### config.mk
export PLATFORM = sky130hd
export DESIGN_NAME = ram_boot_loader
export DESIGN_NICKNAME = d
export VERILOG_FILES = /design/src/rtl/ram_boot_loader.sv
export SDC_FILE = /design/constraint.sdc
export NUM_CORES = 1
export LEC_CHECK = 0
export CAP_MARGIN = 20
export CORE_MARGIN = 2
export CORE_UTILIZATION = 53
export CTS_CLUSTER_DIAMETER = 80
export CTS_CLUSTER_SIZE = 40
export DETAILED_ROUTE_END_ITERATION = 12
export PLACE_DENSITY = 0.8
export SYNTH_ARGS = -nofsm -noshare
export SYNTH_HDL_FRONTEND = slang
export SYNTH_SLANG_ARGS = --single-unit
### constraint.sdc
create_clock -name clk -period 2.5 [get_ports clk]
set_input_delay 0.5 -clock clk [delete_from_list [all_inputs] [get_ports clk]]
set_output_delay 0.5 -clock clk [all_outputs]
set_load 0.02 [all_outputs]
### src/rtl/ram_boot_loader.sv
// Boot loader: receives a big-endian 16-bit word count and then that many
// big-endian 16-bit words from a byte stream, writing them to RAM from address 0.
module ram_boot_loader #(
   parameter int MAX_WORDS = 3584
) (
   input  logic        clk,
   input  logic        reset,
   input  logic        start,
   input  logic [7:0]  rx_data,
   input  logic        rx_valid,
   output logic        rx_ready,
   output logic [11:0] address,
   output logic [15:0] out,
   output logic        load,
   output logic        busy,
   output logic        done,
   output logic        error,
   output logic [11:0] count
);

   typedef enum logic [3:0] {
      IDLE, LEN_HI, LEN_LO, CHECK, DATA_HI, DATA_LO, WRITE, DONE, ERROR
   } state_t;

   localparam logic [15:0] MAX_LEN = 16'(MAX_WORDS);

   state_t      state, state_next;
   logic [15:0] length;
   logic [7:0]  data_hi;
   logic        accept;
   logic [11:0] count_inc;

   assign rx_ready  = (state == LEN_HI) || (state == LEN_LO) ||
                      (state == DATA_HI) || (state == DATA_LO);
   assign accept    = rx_valid & rx_ready;
   assign load      = (state == WRITE);
   assign busy      = (state == LEN_HI) || (state == LEN_LO) || (state == CHECK) ||
                      (state == DATA_HI) || (state == DATA_LO) || (state == WRITE);
   assign done      = (state == DONE);
   assign error     = (state == ERROR);
   assign count_inc = count + 12'd1;

   always_ff @(posedge clk or posedge reset) begin
      if (reset) state <= IDLE;
      else       state <= state_next;
   end

   always_comb begin
      state_next = state;
      case (state)
         IDLE, DONE, ERROR: if (start) state_next = LEN_HI;
         LEN_HI:            if (accept) state_next = LEN_LO;
         LEN_LO:            if (accept) state_next = CHECK;
         // Full 16-bit compare so lengths like 0x1001 cannot alias into range
         CHECK: begin
            if (length == 16'd0)         state_next = DONE;
            else if (length > MAX_LEN)   state_next = ERROR;
            else                         state_next = DATA_HI;
         end
         DATA_HI:           if (accept) state_next = DATA_LO;
         DATA_LO:           if (accept) state_next = WRITE;
         WRITE:             state_next = ({4'd0, count_inc} == length) ? DONE : DATA_HI;
         default:           state_next = IDLE;
      endcase
   end

   // Address and data are captured with the low byte so they are stable through
   // WRITE and keep their last value afterwards; a half-received word never leaks out.
   always_ff @(posedge clk or posedge reset) begin
      if (reset) begin
         length  <= 16'd0;
         data_hi <= 8'd0;
         address <= 12'd0;
         out     <= 16'd0;
         count   <= 12'd0;
      end else begin
         case (state)
            IDLE, DONE, ERROR: if (start) count <= 12'd0;
            LEN_HI:            if (accept) length[15:8] <= rx_data;
            LEN_LO:            if (accept) length[7:0] <= rx_data;
            DATA_HI:           if (accept) data_hi <= rx_data;
            DATA_LO: begin
               if (accept) begin
                  address <= count;
                  out     <= {data_hi, rx_data};
               end
            end
            WRITE:             count <= count_inc;
            default: ;
         endcase
      end
   end

endmodule

==> results by group, run 1 <==
Status
  • Outcome: finished clean

STA
  • Period utilization: 0.959
  • Setup TNS: 0 ns
  • Final Setup Violations: 0
  • Max_slew headroom: 0.702
  • Max-slew violation count: 0
  • Tmin final: 2.40 ns
  • RSZ-0062 raised after global routing: false
  • Worst-Margin Slew: 0.436 ns
  • Peak Freq: 0.417 GHz
  • Final Hold Vio Count: 0
  • Worst Clk Skew: 0.00715 ns

Pwr
  • Pwr Density: 1220 nW/um^2
  • Net Switching: 1.81 mW
  • Clk network pwr share: 0.218
  • Peak supply drop: 0.773 mV
  • Leakage: 1.82 nW
  • Reg power frac: 0.369
  • P_int: 3.42 mW
  • Switching share of power: 0.346
  • Comb pwr share: 0.413
  • Tot Pwr: 5.23 mW

Layout
  • Syn-to-layout area delta: 27.0%
  • Fin nets: 362
  • Commonest non-fill, non-tap cell in the layout: dfrtp_1
  • Layout cell share with drive strength beyond 1: 0.254
  • Antenna Diode Count: 0
  • Commonest non-fill, non-tap cells in the layout: dfrtp_1, clkdlybuf4s50_1, mux2_2, nand2_1, o21ai_0

Worst setup path
  • Worst Path Buf+Inv: 2
  • Critical path cell sequence: nor2b_4, nand3b_4, clkinv_4, clkdlybuf4s50_1
  • CP Launch Type: flop
  • Setup CP Type: reg2out
  • Worst R2R Setup Slack: 0.30 ns
  • Cell family with most CP delay: buffers and inverters
  • Peak fanout along the critical path: 10
  • Crit path largest cell delay: 0.61 ns
  • CP endpoint kind: output port
  • CP Data Required Time: 2.00 ns
  • Worst endpoint data arrival time: 1.90 ns
  • Slowest cell on crit path: clkdlybuf4s50_1

Logic synthesis
  • Synth Register Bits: 68
  • Syn nets: 305
  • Main synth FF type: dfrtp_1
  • Post-Syn Area: 3370 um^2
  • Synth Area per Inst: 11.5 um^2
  • Async S/R FF share, synth: 1.00
  • Yosys cell types: 53
  • Synth Instances: 292
  • Post-synth EDFFs: 0
  • YS warnings: 0
  • Post-synthesis sequential area ratio: 0.505

GRT
  • Met3 usage: 0.0524
  • Vias in the first global route: 2483
  • GRT busiest layer: met2
  • Largest net degree at the start of global routing: 52
  • GRT overflow: 0
  • M2 GR Usage: 0.323
  • Gr usage total: 0.208
  • Initial antenna violation count: 0
  • First-pass GRT wire length: 11.8 mm
  • Grt met1 use: 0.284

Drt
  • Final ANT Viol Nets: 0
  • DRC: 0
  • Wire per inst: 15.5 um
  • Via count: 2412
  • Starting DRT DRC Count: 161
  • WL final: 6.70 mm
  • Post-DR vias/cell: 5.60
  • DRT Pass-1 Iters: 4

Clocking
  • Setup bufs post-CTS: 0
  • CTS H-tree lvls: 3
  • Hold buffer count at cts: 0
  • TritonCTS buffer count: 9
  • CTS tree: yes
  • Reg clk slew, reported paths: 0.07 ns
  • CTS max path bufs: 2
  • Clk Latency, worst-skew pair: 0.34 ns
  • Clock Sink Count: 68
  • CTS Root Cell: clkbuf_8

Place
  • Number of I/O port buffers: 56
  • Final GP Congestion: 0.802
  • DP HPWL: 4.78 mm

Min path
  • Hold Crit Class: in2async

Die
  • I/O pin cnt: 57
  • Full die area: 7010 um^2
  • Die width: 83.7 um
  • FP Rows: 29
  • Initial Utilization: 0.540
  • Core box area: 6240 um^2
  • Die H: 83.7 um

Job
  • Maxcap violations: 0
[cells by family (layout without fill, tap and decap cells)]
group	after synthesis	in the layout	synth area share
fa+ha+maj	2	2	0.00668
mux	53	53	0.177
buf+inv	22	84	0.0356
compound gates	44	44	0.0850
simple gates	89	89	0.150
xor+xnor	14	14	0.0405
flops	68	68	0.505
[sequential cells by signal, indices dropped and copies added (netlist names)]
register  count
length       16
out          16
address      12
count        12
data_hi       8
state         4
[layer usage]
metal	vias to the layer above	wire, um
met5	-	0
met4	0	101
met3	11	286
met2	56	3170
met1	1178	3140
li1	1167	-
[synth_stat cells (all sizes together), types with 2 or more instances]
master    n  area share
nor4      4      0.0093
nand2    19       0.021
nor2     16       0.019
and3      5      0.0093
mux2     52        0.17
buf      13       0.024
o21ai    19       0.028
nand3b    4       0.013
xor2      3      0.0078
nand4     3      0.0056
a2111oi   2      0.0071
o31ai     4      0.0089
xnor2    10       0.026
dfrtp    68        0.51
nor3     10       0.016
nand2b    2      0.0037
inv       2      0.0022
clkbuf    6      0.0067
nand3     7       0.013
or4       2      0.0045
and2      2      0.0037
a31oi     2      0.0037
a211oi    2      0.0045
or3       3      0.0056
nor2b     7       0.015
a21oi     5      0.0074
nor3b     4      0.0089
[metrics by stage]
| stage | instances | hold WS (ns) | utilization | cell area, um^2 | setup slack [ns] |
|---|---|---|---|---|---|
| after CTS | 431 | 0.458 | 0.685 | 4270 | 0.0400 |
| after global routing | 431 | 0.486 | 0.686 | 4280 | 0.0223 |
| after global placement | 415 | 0.481 | 0.643 | 4020 | 0.256 |
| final | 431 | 0.454 | 0.686 | 4280 | 0.101 |
| after floorplan | 292 | 0.470 | - | 3370 | 0.288 |
| after detailed placement | 415 | 0.488 | 0.643 | 4020 | 0.166 |
[final cells by class]
type | instances | area (um^2)
Inverter | 3 | 16.3
Clock buffer | 11 | 151
Multi-Input combinational cell | 202 | 1550
Fill cell | 472 | 1960
Tap cell | 77 | 96.3
Sequential cell | 68 | 1700
Timing Repair Buffer | 65 | 656
Clock inverter | 5 | 106
[path summary, 6_finish.rpt]
| kind | from | endpoint | cells past startpoint |
|---|---|---|---|
| worst max register to register | count[1]$_DFFE_PP0P_ | state[0]$_DFFE_PP0P_ | 7 |
| max in group asynchronous | reset | state[3]$_DFFE_PP0P_ | 3 |
| min in group clk | length[13]$_DFFE_PP0P_ | length[13]$_DFFE_PP0P_ | 1 |
| worst min register to register | length[13]$_DFFE_PP0P_ | length[13]$_DFFE_PP0P_ | 1 |
| worst min-delay path | reset | address[4]$_DFFE_PP0P_ | 2 |
| worst max-delay path | state[3]$_DFFE_PP0P_ | load | 4 |
[repair_timing]
item / 4_1_cts / 5_1_grt
pin swaps: 0 / 0
resized for setup: 1 / 3
setup endpoints to repair: 2 / 2
[power by group through the flow]
| stage | Clock (mW) | Sequential, mW | Combinational, mW |
|---|---|---|---|
| 5_1_grt | 1.21 | 2.00 | 2.34 |
| 3_5_place_dp | 0 | 1.94 | 2.17 |
| 4_1_cts | 1.16 | 1.92 | 2.19 |
| 3_3_place_gp | 0 | 1.91 | 2.11 |
| 2_1_floorplan | 0 | 2.02 | 1.27 |
| 6_report | 1.14 | 1.93 | 2.16 |
[worst reg2reg max path: stages (launching register included)]
cell       delay [ns]
dfrtp_1          0.45
ha_1             0.34
nand3_2          0.22
nor2_2           0.26
mux2i_1          0.10
a2111oi_0        0.47
nand4_1          0.18
nand3_1          0.11
(Power assumes the default switching activity.)
==> run 2: changes to the inputs <==
--- a/config.mk
+++ b/config.mk
@@ -6,12 +6,12 @@
 export NUM_CORES = 1
 export LEC_CHECK = 0
 export CAP_MARGIN = 20
-export CORE_MARGIN = 2
 export CORE_UTILIZATION = 53
 export CTS_CLUSTER_DIAMETER = 80
 export CTS_CLUSTER_SIZE = 40
 export DETAILED_ROUTE_END_ITERATION = 12
 export PLACE_DENSITY = 0.8
+export SLEW_MARGIN = 20
 export SYNTH_ARGS = -nofsm -noshare
 export SYNTH_HDL_FRONTEND = slang
 export SYNTH_SLANG_ARGS = --single-unit
==> run 2 against run 1 <==
Net effect: via count up 3.8%; global-route usage increased by 2.2 points; utilization grew 1.6 points; maximum frequency decreased by 1.3%; first-iteration DRC count up 19%; total power decreased by 3.7%; final cell count decreased by 0.23%; register-to-register slack hardly changed; non-clock buffer count is 1 higher; sequential power about the same; flip-flop and latch count is the same; hold slack gained 0.051 ns; critical path type unchanged; critical endpoint is now error; largest cell class unchanged; largest power group unchanged; highest routed layer unchanged.
==> results by group, run 2 (synthesis results as in run 1) <==
Worst setup path
  • Worst endpoint data arrival time: 1.93 ns (+0.03 ns)
  • Reg-to-Reg Start: count[1]$_DFFE_PP0P_
  • WP depth: 3 (-1)
  • Worst Path Buf+Inv: 2 (unchanged)
  • Reg2reg path depth: 7 (unchanged)
  • CP Data Required Time: 2.00 ns (about the same)
  • Setup CP Type: reg2out
  • R2R Path End: state[1]$_DFFE_PP0P_
  • Cell family with most CP delay: buffers and inverters
  • Peak fanout along the critical path: 10 (unchanged)
  • CP Launch Type: flop
  • Critical path cell sequence: buf_4, nor3_1, clkdlybuf4s50_1
  • Worst R2R Setup Slack: 0.30 ns (about the same)
  • Crit path largest cell delay: 0.64 ns (+0.03 ns)
  • CP endpoint kind: output port
  • Slowest cell on crit path: clkdlybuf4s50_1

STA
  • Worst Clk Skew: 0.00578 ns (-0.00138 ns)
  • Final Setup Violations: 0 (unchanged)
  • Tmin final: 2.43 ns (+0.0322 ns)
  • Final Hold Vio Count: 0 (unchanged)
  • Peak Freq: 0.411 GHz (-1.3%)
  • Worst-Margin Slew: 0.431 ns (-0.00441 ns)
  • Period utilization: 0.972 (+0.0129)
  • RSZ-0062 raised after global routing: false
  • Max_slew headroom: 0.705 (+0.00301)
  • Max-slew violation count: 0 (unchanged)
  • Setup TNS: 0 ns (unchanged)

Die
  • Die width: 81.7 um (-2.4%)
  • Initial Utilization: 0.559 (+0.0193)
  • Full die area: 6680 um^2 (-4.7%)
  • Die H: 81.7 um (-2.4%)
  • Core box area: 6030 um^2 (-3.4%)
  • I/O pin cnt: 57 (unchanged)
  • FP Rows: 28 (-3.4%)

Clocking
  • CTS tree: yes
  • Reg clk slew, reported paths: 0.07 ns (about the same)
  • CTS H-tree lvls: 3 (unchanged)
  • Clk Latency, worst-skew pair: 0.34 ns (about the same)
  • CTS Root Cell: clkbuf_8
  • CTS max path bufs: 2 (unchanged)
  • Clock Sink Count: 68 (unchanged)
  • Hold buffer count at cts: 0 (unchanged)
  • TritonCTS buffer count: 9 (unchanged)

GRT
  • Initial antenna violation count: 0 (unchanged)
  • Vias in the first global route: 2355 (-5.2%)
  • Gr usage total: 0.230 (+0.0221)
  • First-pass GRT wire length: 11.4 mm (-3.3%)
  • GRT overflow: 0 (unchanged)
  • Largest net degree at the start of global routing: 69 (+33%)

Layout
  • Layout cell share with drive strength beyond 1: 0.248 (-0.00635)
  • Commonest non-fill, non-tap cell in the layout: dfrtp_1
  • Finished Layout Cells: 430 (-0.23%)
  • Fin nets: 363 (+0.28%)
  • Top Registers: length (16), out (16)
  • Syn-to-layout area delta: 25.5%
  • Antenna Diode Count: 0 (unchanged)
  • Filler cells: 459 (-2.8%)
  • Commonest non-fill, non-tap cells in the layout: dfrtp_1, clkdlybuf4s50_1, mux2_2, nand2_1, o21ai_0

Job
  • Maxcap violations: 0 (unchanged)

Drt
  • Starting DRT DRC Count: 191 (+19%)
  • DRC: 0 (unchanged)
  • Post-DR vias/cell: 5.82 (+4.1%)
  • WL final: 6.91 mm (+3.2%)
  • Final ANT Viol Nets: 0 (unchanged)
  • Via count: 2504 (+3.8%)
  • Wire per inst: 16.1 um (+3.5%)
  • DRT Pass-1 Iters: 4 (unchanged)

Place
  • Number of I/O port buffers: 56 (unchanged)
  • Placed Cells: 413 (-0.48%)
  • Final GP Congestion: 0.778 (-3.0%)
  • DP HPWL: 4.68 mm (-2.1%)

Pwr
  • Leakage: 1.79 nW (-1.7%)
  • Peak supply drop: 0.899 mV (+16%)
  • Pwr Density: 1190 nW/um^2 (-2.5%)

Min path
  • Hold path cells: 1
  • WHS Endpoint: out[9]$_DFFE_PP0P_
  • Hold Crit Class: reg2reg
  • Critical hold path startpoint: data_hi[1]$_DFFE_PP0P_

Status
  • Outcome: finished clean
run 2: cell count changes in the layout (fill, tap and decap cells not counted):
cell	previous run	this run
dfrtp_1	66	67
clkbuf_1	0	2
buf_4	7	8
inv_6	1	0
clkinvlp_4	1	2
dfrtp_2	2	1
bufinv_16	3	1
clkdlybuf4s50_1	55	56
dlymetal6s2s_1	1	0
run 2: worst max path at each step:
stage	startpoint	to	slack [ns]
floorplan	reset	address[0]$_DFFE_PP0P_	0.29
global placement	rx_valid	out[2]$_DFFE_PP0P_	0.24
detailed placement	rx_valid	out[4]$_DFFE_PP0P_	0.19
CTS	state[2]$_DFFE_PP0P_	rx_ready	0.03
global route	state[1]$_DFFE_PP0P_	rx_ready	0.003
finish	state[2]$_DFFE_PP0P_	error	0.07
run 2: report_power, final:
part | switching [mW] | total (mW) | internal (mW) | leakage, nW
registers | 0.383 | 1.91 | 1.53 | 0.860
logic | 1.02 | 2.21 | 1.19 | 0.831
clock network | 0.401 | 0.917 | 0.516 | 0.0959
run 2: what timing repair did:
| action | in CTS | in global routing |
|---|---|---|
| buffers inserted | 0 | 1 |
| resized for setup | 0 | 2 |
| setup endpoints to repair | 0 | 2 |
run 2: final cells by class:
type                    count  area, um^2  area share
clock buffers              13         159      0.0376
clock inverters             3        45.0      0.0107
inverters                   3        16.3     0.00385
multi-input cells         202        1550       0.367
flip-flops and latches     68        1700       0.403
well taps                  75        93.8      0.0222
repair buffers             66         661       0.156
run 2: per-stage QoR:
step	setup WS, ns	cell area [um^2]	hold WS (ns)	total power, mW	util
3_5_place_dp	0.191	4010	0.494	4.11	0.666
4_1_cts	0.0270	4220	0.509	5.05	0.700
3_3_place_gp	0.245	4010	0.481	4.03	0.666
2_1_floorplan	0.288	3370	0.470	3.29	-
5_1_grt	0.00278	4230	0.522	5.36	0.702
6_report	0.0691	4230	0.505	5.03	0.702
run 2: routing by layer:
layer | share of wire | vias to the layer above | wire length, um | GRT usage
met5 | 0 | - | 0 | 0
met4 | 0.014 | 0 | 95 | 0.0614
met3 | 0.046 | 10 | 318 | 0.0744
met2 | 0.50 | 78 | 3450 | 0.373
met1 | 0.44 | 1248 | 3040 | 0.297
li1 | - | 1168 | - | -
==> run 3: changes to the inputs <==
--- a/config.mk
+++ b/config.mk
@@ -6,11 +6,10 @@
 export NUM_CORES = 1
 export LEC_CHECK = 0
 export CAP_MARGIN = 20
-export CORE_UTILIZATION = 53
+export CORE_UTILIZATION = 35
 export CTS_CLUSTER_DIAMETER = 80
 export CTS_CLUSTER_SIZE = 40
 export DETAILED_ROUTE_END_ITERATION = 12
-export PLACE_DENSITY = 0.8
 export SLEW_MARGIN = 20
 export SYNTH_ARGS = -nofsm -noshare
 export SYNTH_HDL_FRONTEND = slang
==> run 3 against run 2 <==
Net effect: non-clock buffer count grew 1; clock power down 2%; wire length up 1.8%.
==> results by group, run 3 (synthesis results as in run 1) <==
STA
  • Peak Freq: 0.417 GHz (+1.4%)
  • Setup TNS: 0 ns (unchanged)
  • PnR worst setup slack: 0.102 ns (+0.0328 ns)
  • RSZ-0062 raised after global routing: true
  • Period utilization: 0.959 (-0.0131)
  • Worst-Margin Slew: 0.485 ns (+0.0540 ns)
  • Max-slew violation count: 0 (unchanged)
  • Final Hold Vio Count: 0 (unchanged)
  • Worst Clk Skew: 0.00928 ns (+0.00350 ns)
  • Final Setup Violations: 0 (unchanged)
  • Tmin final: 2.40 ns (-0.0328 ns)
  • Max_slew headroom: 0.668 (-0.0369)

GRT
  • Largest net degree at the start of global routing: 69 (unchanged)
  • Vias in the first global route: 2489 (+5.7%)
  • GRT overflow: 0 (unchanged)
  • First-pass GRT wire length: 12.3 mm (+8.3%)
  • Initial antenna violation count: 0 (unchanged)
  • Gr usage total: 0.157 (-0.0729)

Worst setup path
  • Peak fanout along the critical path: 10 (unchanged)
  • Setup CP Type: reg2out
  • CP Data Required Time: 2.00 ns (about the same)
  • Crit path largest cell delay: 0.61 ns (-0.03 ns)
  • Reg-to-Reg Start: count[1]$_DFFE_PP0P_
  • CP Launch Type: flop
  • Slowest cell on crit path: clkdlybuf4s50_1
  • Worst Path Buf+Inv: 2 (unchanged)
  • Critical path cell sequence: nor2b_4, nand3b_4, clkinv_4, clkdlybuf4s50_1
  • Cell family with most CP delay: buffers and inverters
  • Worst R2R Setup Slack: 0.34 ns (+0.04 ns)
  • Reg2reg path depth: 7 (unchanged)
  • R2R Path End: state[0]$_DFFE_PP0P_
  • Worst endpoint data arrival time: 1.90 ns (-0.03 ns)
  • CP endpoint kind: output port

Die
  • Full die area: 10000 um^2 (+50%)
  • Die H: 100 um (+22%)
  • Die width: 100 um (+22%)
  • Core box area: 9280 um^2 (+54%)
  • Initial Utilization: 0.363 (-0.196)
  • I/O pin cnt: 57 (unchanged)
  • FP Rows: 35 (+25%)

Pwr
  • Leakage: 1.80 nW (+0.62%)
  • Switching share of power: 0.363 (+0.00436)
  • Tot Pwr: 4.97 mW (-1.2%)
  • Reg power frac: 0.385 (+0.005)
  • P_int: 3.17 mW (-1.9%)
  • Net Switching: 1.80 mW (about the same)
  • Comb pwr share: 0.434 (-0.004)
  • Peak supply drop: 0.580 mV (-35%)
  • Pwr Density: 1160 nW/um^2 (-2.9%)
  • Clk network pwr share: 0.181 (about the same)

Clocking
  • CTS Root Cell: clkbuf_8
  • Reg clk slew, reported paths: 0.08 ns (about the same)
  • Clock Sink Count: 68 (unchanged)
  • TritonCTS buffer count: 9 (unchanged)
  • Setup bufs post-CTS: 0 (unchanged)
  • CTS tree: yes
  • Clk Latency, worst-skew pair: 0.35 ns (about the same)
  • CTS max path bufs: 2 (unchanged)
  • CTS H-tree lvls: 3 (unchanged)

Layout
  • Finished Layout Cells: 485 (+13%)
  • Core Util, Final: 0.463 (-0.238)
  • Top Registers: length (16), out (16)
  • Layout cell share with drive strength beyond 1: 0.258 (+0.0105)
  • Filler cells: 887 (+93%)
  • Commonest non-fill, non-tap cells in the layout: dfrtp_1, clkdlybuf4s50_1, mux2_2, nand2_1, o21ai_0
  • Seq. cell area: 1700 um^2 (about the same)
  • Multi-input logic area: 1550 um^2 (unchanged)
  • Syn-to-layout area delta: 27.7%
  • Antenna Diode Count: 0 (unchanged)
  • Fin nets: 364 (+0.28%)
  • Commonest non-fill, non-tap cell in the layout: dfrtp_1

Status
  • Outcome: finished clean

Drt
  • Wire per inst: 14.5 um (-9.7%)
  • Via count: 2436 (-2.7%)
  • WL final: 7.04 mm (+1.8%)
  • Starting DRT DRC Count: 106 (-45%)
  • Final ANT Viol Nets: 0 (unchanged)
  • Post-DR vias/cell: 5.02 (-14%)
  • DRT Pass-1 Iters: 4 (unchanged)
  • DRC: 0 (unchanged)

Min path
  • Hold path cells: 1 (unchanged)
  • Critical hold path startpoint: length[14]$_DFFE_PP0P_
  • Hold Crit Class: reg2reg
  • WHS Endpoint: length[14]$_DFFE_PP0P_

Place
  • DP HPWL: 4.86 mm (+3.9%)
  • Number of I/O port buffers: 56 (unchanged)
  • Pre-CTS setup slack: 0.186 ns (-0.00483 ns)
  • Placed Cells: 469 (+14%)
  • Final GP Congestion: 0.838 (+7.6%)

Job
  • Maxcap violations: 0 (unchanged)
[run 3: metrics by stage]
| step | hold WS [ns] | area (um^2) |
|---|---|---|
| after floorplan | 0.470 | 3370 |
| after global placement | 0.479 | 4100 |
| after detailed placement | 0.484 | 4100 |
| after CTS | 0.503 | 4300 |
| after global routing | 0.514 | 4300 |
| final | 0.499 | 4300 |
[run 3: metal layers]
| layer | part of all wire | track usage |
|---|---|---|
| met1 | 0.48 | 0.210 |
| met5 | 0 | 0 |
| met4 | 0.0043 | 0.0368 |
| met3 | 0.043 | 0.0508 |
| met2 | 0.47 | 0.250 |
[run 3: power by group through the flow]
stage | clock network, mW | logic [mW] | registers (mW)
floorplan | 0 | 1.27 | 2.02
global placement | 0 | 2.15 | 1.92
detailed placement | 0 | 2.18 | 1.93
CTS | 0.941 | 2.19 | 1.92
global route | 0.995 | 2.36 | 1.99
finish | 0.901 | 2.16 | 1.91
[run 3: worst max-delay path by stage]
| stage | slack (ns) | endpoint | startpoint | depth (start not counted) |
|---|---|---|---|---|
| finish | 0.10 | load | state[3]$_DFFE_PP0P_ | 4 |
| global route | -0.01 | busy | state[1]$_DFFE_PP0P_ | 4 |
| CTS | 0.02 | load | state[3]$_DFFE_PP0P_ | 4 |
| detailed placement | 0.19 | out[15]$_DFFE_PP0P_ | rx_valid | 5 |
| global placement | 0.21 | address[2]$_DFFE_PP0P_ | rx_valid | 5 |
| floorplan | 0.29 | address[0]$_DFFE_PP0P_ | reset | 1 |
[run 3: what timing repair did]
item	CTS	global route
hold buffers	0	0
gates resized for setup	1	3
endpoints found under the setup margin	1	3
[run 3: layout make-up]
cell class | instances | area share
clock buffer | 9 | 0.0288
clock inverter | 7 | 0.0177
sequential | 68 | 0.396
multi-input combinational | 202 | 0.360
timing repair buffer | 67 | 0.156
inverter | 3 | 0.00378
tap | 129 | 0.0375
